`config.mk`:
```
export PLATFORM = sky130hd
export DESIGN_NAME = multicycle_ctrl
export DESIGN_NICKNAME = d
export VERILOG_FILES = /design/src/rtl/multicycle_ctrl.sv
export SDC_FILE = /design/constraint.sdc
export NUM_CORES = 1
export LEC_CHECK = 0
export ABC_AREA = 1
export CORE_MARGIN = 2
export CORE_UTILIZATION = 47
export DETAILED_ROUTE_END_ITERATION = 10
export PLACE_DENSITY = 0.81
export REMOVE_ABC_BUFFERS = 1
export SLEW_MARGIN = 15
export SYNTH_ARGS = -nofsm -noshare
export SYNTH_HDL_FRONTEND = slang
export SYNTH_SLANG_ARGS = --single-unit
```
`constraint.sdc`:
```
create_clock -name clk -period 2.86 [get_ports clk]
set_clock_uncertainty 0.05 [all_clocks]
set_input_delay 0.715 -clock clk [delete_from_list [all_inputs] [get_ports clk]]
set_output_delay 0.715 -clock clk [all_outputs]
set_load 0.005 [all_outputs]
```
`src/rtl/multicycle_ctrl.sv`:
```
// multicycle_ctrl -- main control FSM of a multicycle MIPS-style datapath.
//
// The controller walks each instruction through FETCH, DECODE and a short
// opcode-specific tail of execute / memory / write-back states. All datapath
// selects and strobes are Moore outputs of the current state plus the opcode
// latched in DECODE. The exceptions are the completion-gated strobes (irwrite,
// pcwrite in FETCH, memwrite in MEMWR) and illegal_op, which depends on the
// live opcode in DECODE.
//
// Handshake: a memory state (FETCH, MEMRD, MEMWR) keeps mem_req high. The
// access completes in the cycle mem_req and mem_ready are both high, and the
// FSM leaves the state on that edge. With MEM_HS=0 every memory state
// completes in its first cycle and mem_ready is ignored.
//
// Parameters:
//   OP_W     opcode width (default 6)
//   ALUOP_W  aluop width (default 3)
//   MEM_HS   1: memory states wait on mem_ready; 0: single-cycle memory states
//
// Ports:
//   clk, reset        clock, synchronous active-high reset
//   op                instruction-register opcode, sampled in DECODE
//   mem_ready         memory completion for the current mem_req cycle
//   mem_req           memory access request
//   irwrite, pcwrite, iord, memwrite, memtoreg, regdst, regwrite, alusrca
//                     datapath strobes / selects
//   alusrcb           00 reg B, 01 const 4, 10 sign-ext imm, 11 imm << 2
//   pcsrc             00 ALU result, 01 ALUOut, 10 jump target
//   beq, bne          conditional PC-write enables
//   aluop             ALU operation class
//   illegal_op        one-cycle pulse on an undefined opcode in DECODE
//   busy              high in every state except FETCH
//   state_dbg         current state encoding, for observation only

module multicycle_ctrl #(
  parameter int OP_W    = 6,
  parameter int ALUOP_W = 3,
  parameter int MEM_HS  = 1
) (
  input  logic               clk,
  input  logic               reset,
  input  logic [OP_W-1:0]    op,
  input  logic               mem_ready,
  output logic               mem_req,
  output logic               irwrite,
  output logic               pcwrite,
  output logic               iord,
  output logic               memwrite,
  output logic               memtoreg,
  output logic               regdst,
  output logic               regwrite,
  output logic               alusrca,
  output logic [1:0]         alusrcb,
  output logic [1:0]         pcsrc,
  output logic               beq,
  output logic               bne,
  output logic [ALUOP_W-1:0] aluop,
  output logic               illegal_op,
  output logic               busy,
  output logic [3:0]         state_dbg
);

  // ALU operation classes, matching the ALU_* encodings shared with the ALU
  // decoder.
  localparam logic [ALUOP_W-1:0] ALU_AND    = ALUOP_W'(3'b000);
  localparam logic [ALUOP_W-1:0] ALU_OR     = ALUOP_W'(3'b001);
  localparam logic [ALUOP_W-1:0] ALU_ADD    = ALUOP_W'(3'b010);
  localparam logic [ALUOP_W-1:0] ALU_NO_USE = ALUOP_W'(3'b011);
  localparam logic [ALUOP_W-1:0] ALU_SUB    = ALUOP_W'(3'b110);
  localparam logic [ALUOP_W-1:0] ALU_SLT    = ALUOP_W'(3'b111);

  localparam logic [OP_W-1:0] OP_RTYPE = OP_W'(6'b000000);
  localparam logic [OP_W-1:0] OP_J     = OP_W'(6'b000010);
  localparam logic [OP_W-1:0] OP_BEQ   = OP_W'(6'b000100);
  localparam logic [OP_W-1:0] OP_BNE   = OP_W'(6'b000101);
  localparam logic [OP_W-1:0] OP_ADDI  = OP_W'(6'b001000);
  localparam logic [OP_W-1:0] OP_SLTI  = OP_W'(6'b001010);
  localparam logic [OP_W-1:0] OP_ANDI  = OP_W'(6'b001100);
  localparam logic [OP_W-1:0] OP_ORI   = OP_W'(6'b001101);
  localparam logic [OP_W-1:0] OP_LW    = OP_W'(6'b100011);
  localparam logic [OP_W-1:0] OP_SW    = OP_W'(6'b101011);

  typedef enum logic [3:0] {
    S_FETCH  = 4'd0,
    S_DECODE = 4'd1,
    S_MEMADR = 4'd2,
    S_MEMRD  = 4'd3,
    S_MEMWB  = 4'd4,
    S_MEMWR  = 4'd5,
    S_REX    = 4'd6,
    S_RWB    = 4'd7,
    S_BRANCH = 4'd8,
    S_IMMEX  = 4'd9,
    S_IMMWB  = 4'd10,
    S_JUMP   = 4'd11
  } state_t;

  state_t            state_q, state_d;
  logic [OP_W-1:0]   op_q, op_d;
  logic              mem_done;
  logic [ALUOP_W-1:0] imm_alu;

  assign state_dbg = state_q;

  // Completion of the current memory cycle. With MEM_HS=0 memory states
  // always finish in one cycle, so mem_ready never matters.
  assign mem_done = (MEM_HS != 0) ? mem_ready : 1'b1;

  // ALU class for the immediate group, from the opcode latched in DECODE.
  // IMMEX and IMMWB both use it so the result stays stable through write-back.
  always_comb begin
    imm_alu = ALU_ADD;
    case (op_q)
      OP_ORI:  imm_alu = ALU_OR;
      OP_ANDI: imm_alu = ALU_AND;
      OP_SLTI: imm_alu = ALU_SLT;
      default: imm_alu = ALU_ADD;
    endcase
  end

  always_ff @(posedge clk) begin
    if (reset) begin
      state_q <= S_FETCH;
      op_q    <= '0;
    end else begin
      state_q <= state_d;
      op_q    <= op_d;
    end
  end

  always_comb begin
    state_d    = state_q;
    op_d       = op_q;
    mem_req    = 1'b0;
    irwrite    = 1'b0;
    pcwrite    = 1'b0;
    iord       = 1'b0;
    memwrite   = 1'b0;
    memtoreg   = 1'b0;
    regdst     = 1'b0;
    regwrite   = 1'b0;
    alusrca    = 1'b0;
    alusrcb    = 2'b00;
    pcsrc      = 2'b00;
    beq        = 1'b0;
    bne        = 1'b0;
    aluop      = ALU_ADD;
    illegal_op = 1'b0;
    busy       = (state_q != S_FETCH);

    case (state_q)
      S_FETCH: begin
        mem_req = 1'b1;
        alusrcb = 2'b01;
        // PC+4 and the instruction register update only once the fetch lands.
        irwrite = mem_done;
        pcwrite = mem_done;
        if (mem_done) state_d = S_DECODE;
      end
      S_DECODE: begin
        // Precompute the branch target while the opcode is decoded.
        alusrcb = 2'b11;
        op_d    = op;
        case (op)
          OP_LW, OP_SW:                      state_d = S_MEMADR;
          OP_RTYPE:                          state_d = S_REX;
          OP_BEQ, OP_BNE:                    state_d = S_BRANCH;
          OP_ADDI, OP_ORI, OP_ANDI, OP_SLTI: state_d = S_IMMEX;
          OP_J:                              state_d = S_JUMP;
          default: begin
            illegal_op = 1'b1;
            state_d    = S_FETCH;
          end
        endcase
      end
      S_MEMADR: begin
        alusrca = 1'b1;
        alusrcb = 2'b10;
        state_d = (op_q == OP_SW) ? S_MEMWR : S_MEMRD;
      end
      S_MEMRD: begin
        mem_req = 1'b1;
        iord    = 1'b1;
        if (mem_done) state_d = S_MEMWB;
      end
      S_MEMWB: begin
        regwrite = 1'b1;
        memtoreg = 1'b1;
        state_d  = S_FETCH;
      end
      S_MEMWR: begin
        mem_req  = 1'b1;
        iord     = 1'b1;
        memwrite = mem_done;
        if (mem_done) state_d = S_FETCH;
      end
      S_REX: begin
        // The ALU decodes funct itself for R-type.
        alusrca = 1'b1;
        aluop   = ALU_NO_USE;
        state_d = S_RWB;
      end
      S_RWB: begin
        regwrite = 1'b1;
        regdst   = 1'b1;
        state_d  = S_FETCH;
      end
      S_BRANCH: begin
        alusrca = 1'b1;
        aluop   = ALU_SUB;
        pcsrc   = 2'b01;
        beq     = (op_q == OP_BEQ);
        bne     = (op_q == OP_BNE);
        state_d = S_FETCH;
      end
      S_IMMEX: begin
        alusrca = 1'b1;
        alusrcb = 2'b10;
        aluop   = imm_alu;
        state_d = S_IMMWB;
      end
      S_IMMWB: begin
        regwrite = 1'b1;
        aluop    = imm_alu;
        state_d  = S_FETCH;
      end
      S_JUMP: begin
        pcwrite = 1'b1;
        pcsrc   = 2'b10;
        state_d = S_FETCH;
      end
      default: begin
        // Unused encodings: all strobes stay at their defaults, go home.
        state_d = S_FETCH;
      end
    endcase

    // Nothing may be written or requested while reset is held.
    if (reset) begin
      mem_req    = 1'b0;
      irwrite    = 1'b0;
      pcwrite    = 1'b0;
      memwrite   = 1'b0;
      regwrite   = 1'b0;
      beq        = 1'b0;
      bne        = 1'b0;
      illegal_op = 1'b0;
    end
  end

endmodule

```
# Word level (Yosys, flattened, before mapping)
# Cells that the tools add are included.
# Widths: inputs -> output; s select.
[totals]
register_bits = 10
output_inout_bits = 24
[classes]
eq_ne = 29
muxes = 31
reduce_logical = 14
[op_table]
columns = ["cell", "n"]
rows = [
  ["$eq 6x4->1 const B", 7],
  ["$pmux 4 s7", 1],
  ["$eq 6x3->1 const B", 4],
  ["$mux 1", 20],
  ["$pmux 4 s5", 1],
  ["$eq 6x6->1 const B", 3],
  ["$pmux 3 s3", 2],
  ["$eq 4x3->1 const B", 4],
  ["$eq 4x4->1 const B", 4],
  ["$mux 4", 3],
  ["$reduce_or 10->1", 1],
  ["$reduce_or 2->1", 5],
  ["$eq 4x2->1 const B", 2],
  ["$reduce_or 4->1", 2],
  ["$eq 6x2->1 const B", 1],
  ["$logic_not 6->1", 1],
  ["$ne 2x2->1 const B", 3],
  ["$pmux 2 s3", 1],
  ["$reduce_or 3->1", 2],
  ["$eq 4x1->1 const B", 1],
  ["$logic_not 4->1", 1],
  ["$pmux 2 s2", 1],
  ["$reduce_bool 4->1", 1],
  ["$mux 3", 1],
  ["2 further kinds", 2],
]

# Longest topological paths before layout
[depth]
ltp_word = 5
depth_mapped = 10

# Worst setup path after synthesis
# OpenSTA, ideal clock, no wires.
[synth_path]
kind = "input port to output port"
start = "input port reset"
end = "output port pcwrite"
arrival_time_ps = 1315
t_required_ps = 2095
slack_ps = 780
stages = 5
path_buffers = 2
path_cell_list = "clkbuf_1 inv_1 buf_2 nand2_1 o21ai_0"
[synth_via]
elab_chain_cells = 1
[synth_lines]
columns = ["item", "line_no", "rtl"]
rows = [
  ["start, declared", "41", "input logic reset,"],
  ["$mux 1", "239", "if (reset) begin"],
  ["end, declared", "46", "output logic pcwrite,"],
]
# Every way passes these cells.

# Worst setup path after layout
[layout_path]
start = "input port reset"
end = "output port memwrite"
[layout_via]
elab_chain_cells = 1
[layout_lines]
columns = ["item", "line_no", "rtl"]
rows = [
  ["$mux 1", "239", ""],
  ["end, declared", "48", "output logic memwrite,"],
]
# Every way passes these cells.

==> qor.txt <==
Status: finished clean
Layout area overhead: 50.4%
Kind of critical path: input port to output port
Overall Power: 482 uW
Slowest CP cell: clkdlybuf4s50_1
Die area: 0.00227 mm^2
First-pass GRT wire length: 4000 um
Crit. End Element: output port
Port buffer count: 32
Crit. Startpoint: reset
DRT Wirelength: 2510 um
Via count: 1,134
Count leader, synth: nand2_1
Final ANT Viol Nets: 0
Largest net degree at the start of global routing: 15
#FFs+latches synth: 10
Latest clock arrival within the worst-skew pair: 0.26 ns
Synthesized area per cell: 5.78 um^2
Vias in the first global route: 972
Post-DP HPWL: 2110 um
Minimum clock period: 2.77 ns
Sequential area share after synthesis: 22.3%
Crit path top cell by count: clkdlybuf4s50_1
Smallest hold slack: 0.420 ns
Final hold vios: 0
Row cnt: 15
Fin crit share: 96.7%
Top cells by count, synth: nand2_1 (28), inv_1 (26), nor2_1 (22)
Share of the synthesized area in the top cell type: 22.3%
Io pins: 33
H-tree depth: 1
Starting density of the core: 50.8%
Area after DPL: 0.00131 mm^2
GR Overflow Total: 0
Antenna diode count: 0
CTS root buf: clkbuf_4
Worst slack at placement: -0.281 ns
Design Area, Final: 0.00135 mm^2
Critical path cell sequence: clkdlybuf4s50_1, buf_4, nor3_1, clkdlybuf4s50_1
Drt drc: 0
Hold Crit Class: flop to flop
Synth unique cells: 24
Peak VDD IR: 0.331 mV
CP endpoint: memwrite
Initial antenna violation count: 0
Synth top area cells: dfxtp_1 (22%), nand2_1 (12%), inv_1 (11%), nor2_1 (9.2%), nand3_1 (7.3%)
Chip height: 47.7 um
Delay-heaviest family, CP: buffers and inverters
Unrepaired setup endpoints after global routing: no
R2R setup slack: 1.37 ns
Crit start category: input port
Hold Buf Count CTS: 0
Final worst slack: 0.0941 ns
PwrDens: 358 mW/mm^2
Max Slew Vio Count: 0
Rel. slew slack: 78.1%
Tot GR Track Use: 25.0%
WL per Instance: 11.2 um
Worst-margin pin slew: 0.328 ns
Leakage power: 0.712 nW
Asr flop ratio synth: 0%
Ys Warns: 0
Cells after Synth: 155
# fillers: 158
Worst R2R End: state_dbg[1]
Max-cap violations: 0
Initial DRC Count: 56
Share of layout cells above drive strength 1: 20.1%
CTS tree: done
Inserted Clock Buffers: 3
Reg2Reg Depth: 9
Final setup viols: 0
Worst path required time: 2.10 ns
Drt pass-1 iters: 4
Leading area contributor after synthesis: dfxtp_1
Die W: 47.7 um
Clk slew on worst S/H paths: 0.07 ns
RePlAce Congestion: 0.930
Final setup TNS: 0 ns
Synthesized area: 896 um^2
Clk sink count: 10
CORE AREA: 0.00176 mm^2
Max Root-Sink Buffers: 2
Synth Flop Type: dfxtp_1
WP depth: 4
Critical Path AT: 2.00 ns
Vias/cell: 5.06
Worst r2r src: state_dbg[0]
Peak Freq: 362 MHz
Post-CTS Setup Repair Bufs: 0
EDFF count, synth: 0
CP max FO: 7
Worst Path Buf+Inv: 3
Highest cell delay on the worst timing path: 0.52 ns
Nets: 209
==> final cells by class <==
class | count | area, um^2 | area share (%)
flip-flops and latches | 10 | 200 | 14.9
multi-input cells | 109 | 549 | 40.8
clock buffers | 4 | 36.3 | 2.69
repair buffers | 44 | 410 | 30.5
inverters | 32 | 120 | 8.91
well taps | 25 | 31.3 | 2.32
==> routing by layer <==
layer	global-route usage, %	vias to the layer above	wire, um
met4	9.19	0	42
li1	-	582	-
met2	41.1	42	1210
met5	0	-	0
met1	32.9	506	1090
met3	4.15	4	169
==> report_power, final <==
group          switching [mW]  internal [mW]  total [mW]
clock network          0.0514         0.0773       0.129
registers              0.0194          0.156       0.175
logic                  0.0955         0.0831       0.179
==> state kept, by name, indices dropped and copies added (netlist names) <==
register	cells
state_dbg	4
op_q	6
==> cells in the final DEF (no fill, tap or decap), types with 8 or more instances in the layout <==
cell type	instances
o21ai_0	8
dfxtp_1	10
buf_4	12
clkdlybuf4s50_1	26
nor2_1	22
a21oi_1	8
inv_2	8
nand3_1	13
inv_1	24
nand2_1	28
==> worst min-delay path by stage <==
| stage | endpoint | slack (ns) | from | cells past startpoint |
|---|---|---|---|---|
| detailed placement | op_q[5] | 0.41 | op_q[5] | 2 |
| floorplan | op_q[5] | 0.39 | op_q[5] | 2 |
| global placement | op_q[5] | 0.41 | op_q[5] | 2 |
| finish | op_q[5] | 0.42 | op_q[5] | 2 |
| global route | op_q[5] | 0.45 | op_q[5] | 2 |
| CTS | op_q[5] | 0.42 | op_q[5] | 2 |
==> through the flow <==
| step | utilization [%] | std cells |
|---|---|---|
| after floorplan | - | 151 |
| final | 76.4 | 224 |
| after global routing | 76.4 | 224 |
| after global placement | 74.0 | 220 |
| after CTS | 75.9 | 224 |
| after detailed placement | 74.0 | 220 |
==> cells by family after synthesis <==
kind of cell | after synthesis | synth area share (%)
simple gates | 86 | 46.5
compound gates | 23 | 14.2
flops | 10 | 22.3
buf+inv | 36 | 16.9
==> worst min-delay path, stage by stage (launching register included) <==
cell and delay (ns):
dfxtp_1 0.31, inv_1 0.06, a21oi_1 0.05
==> what timing repair did <==
item | in CTS | in global routing
resized for setup | 5 | 6
pin swaps | 0 | 0
hold endpoints to repair | 0 | 0
endpoints found under the setup margin | 1 | 4
No activity file was read; power rests on OpenSTA's default activity.
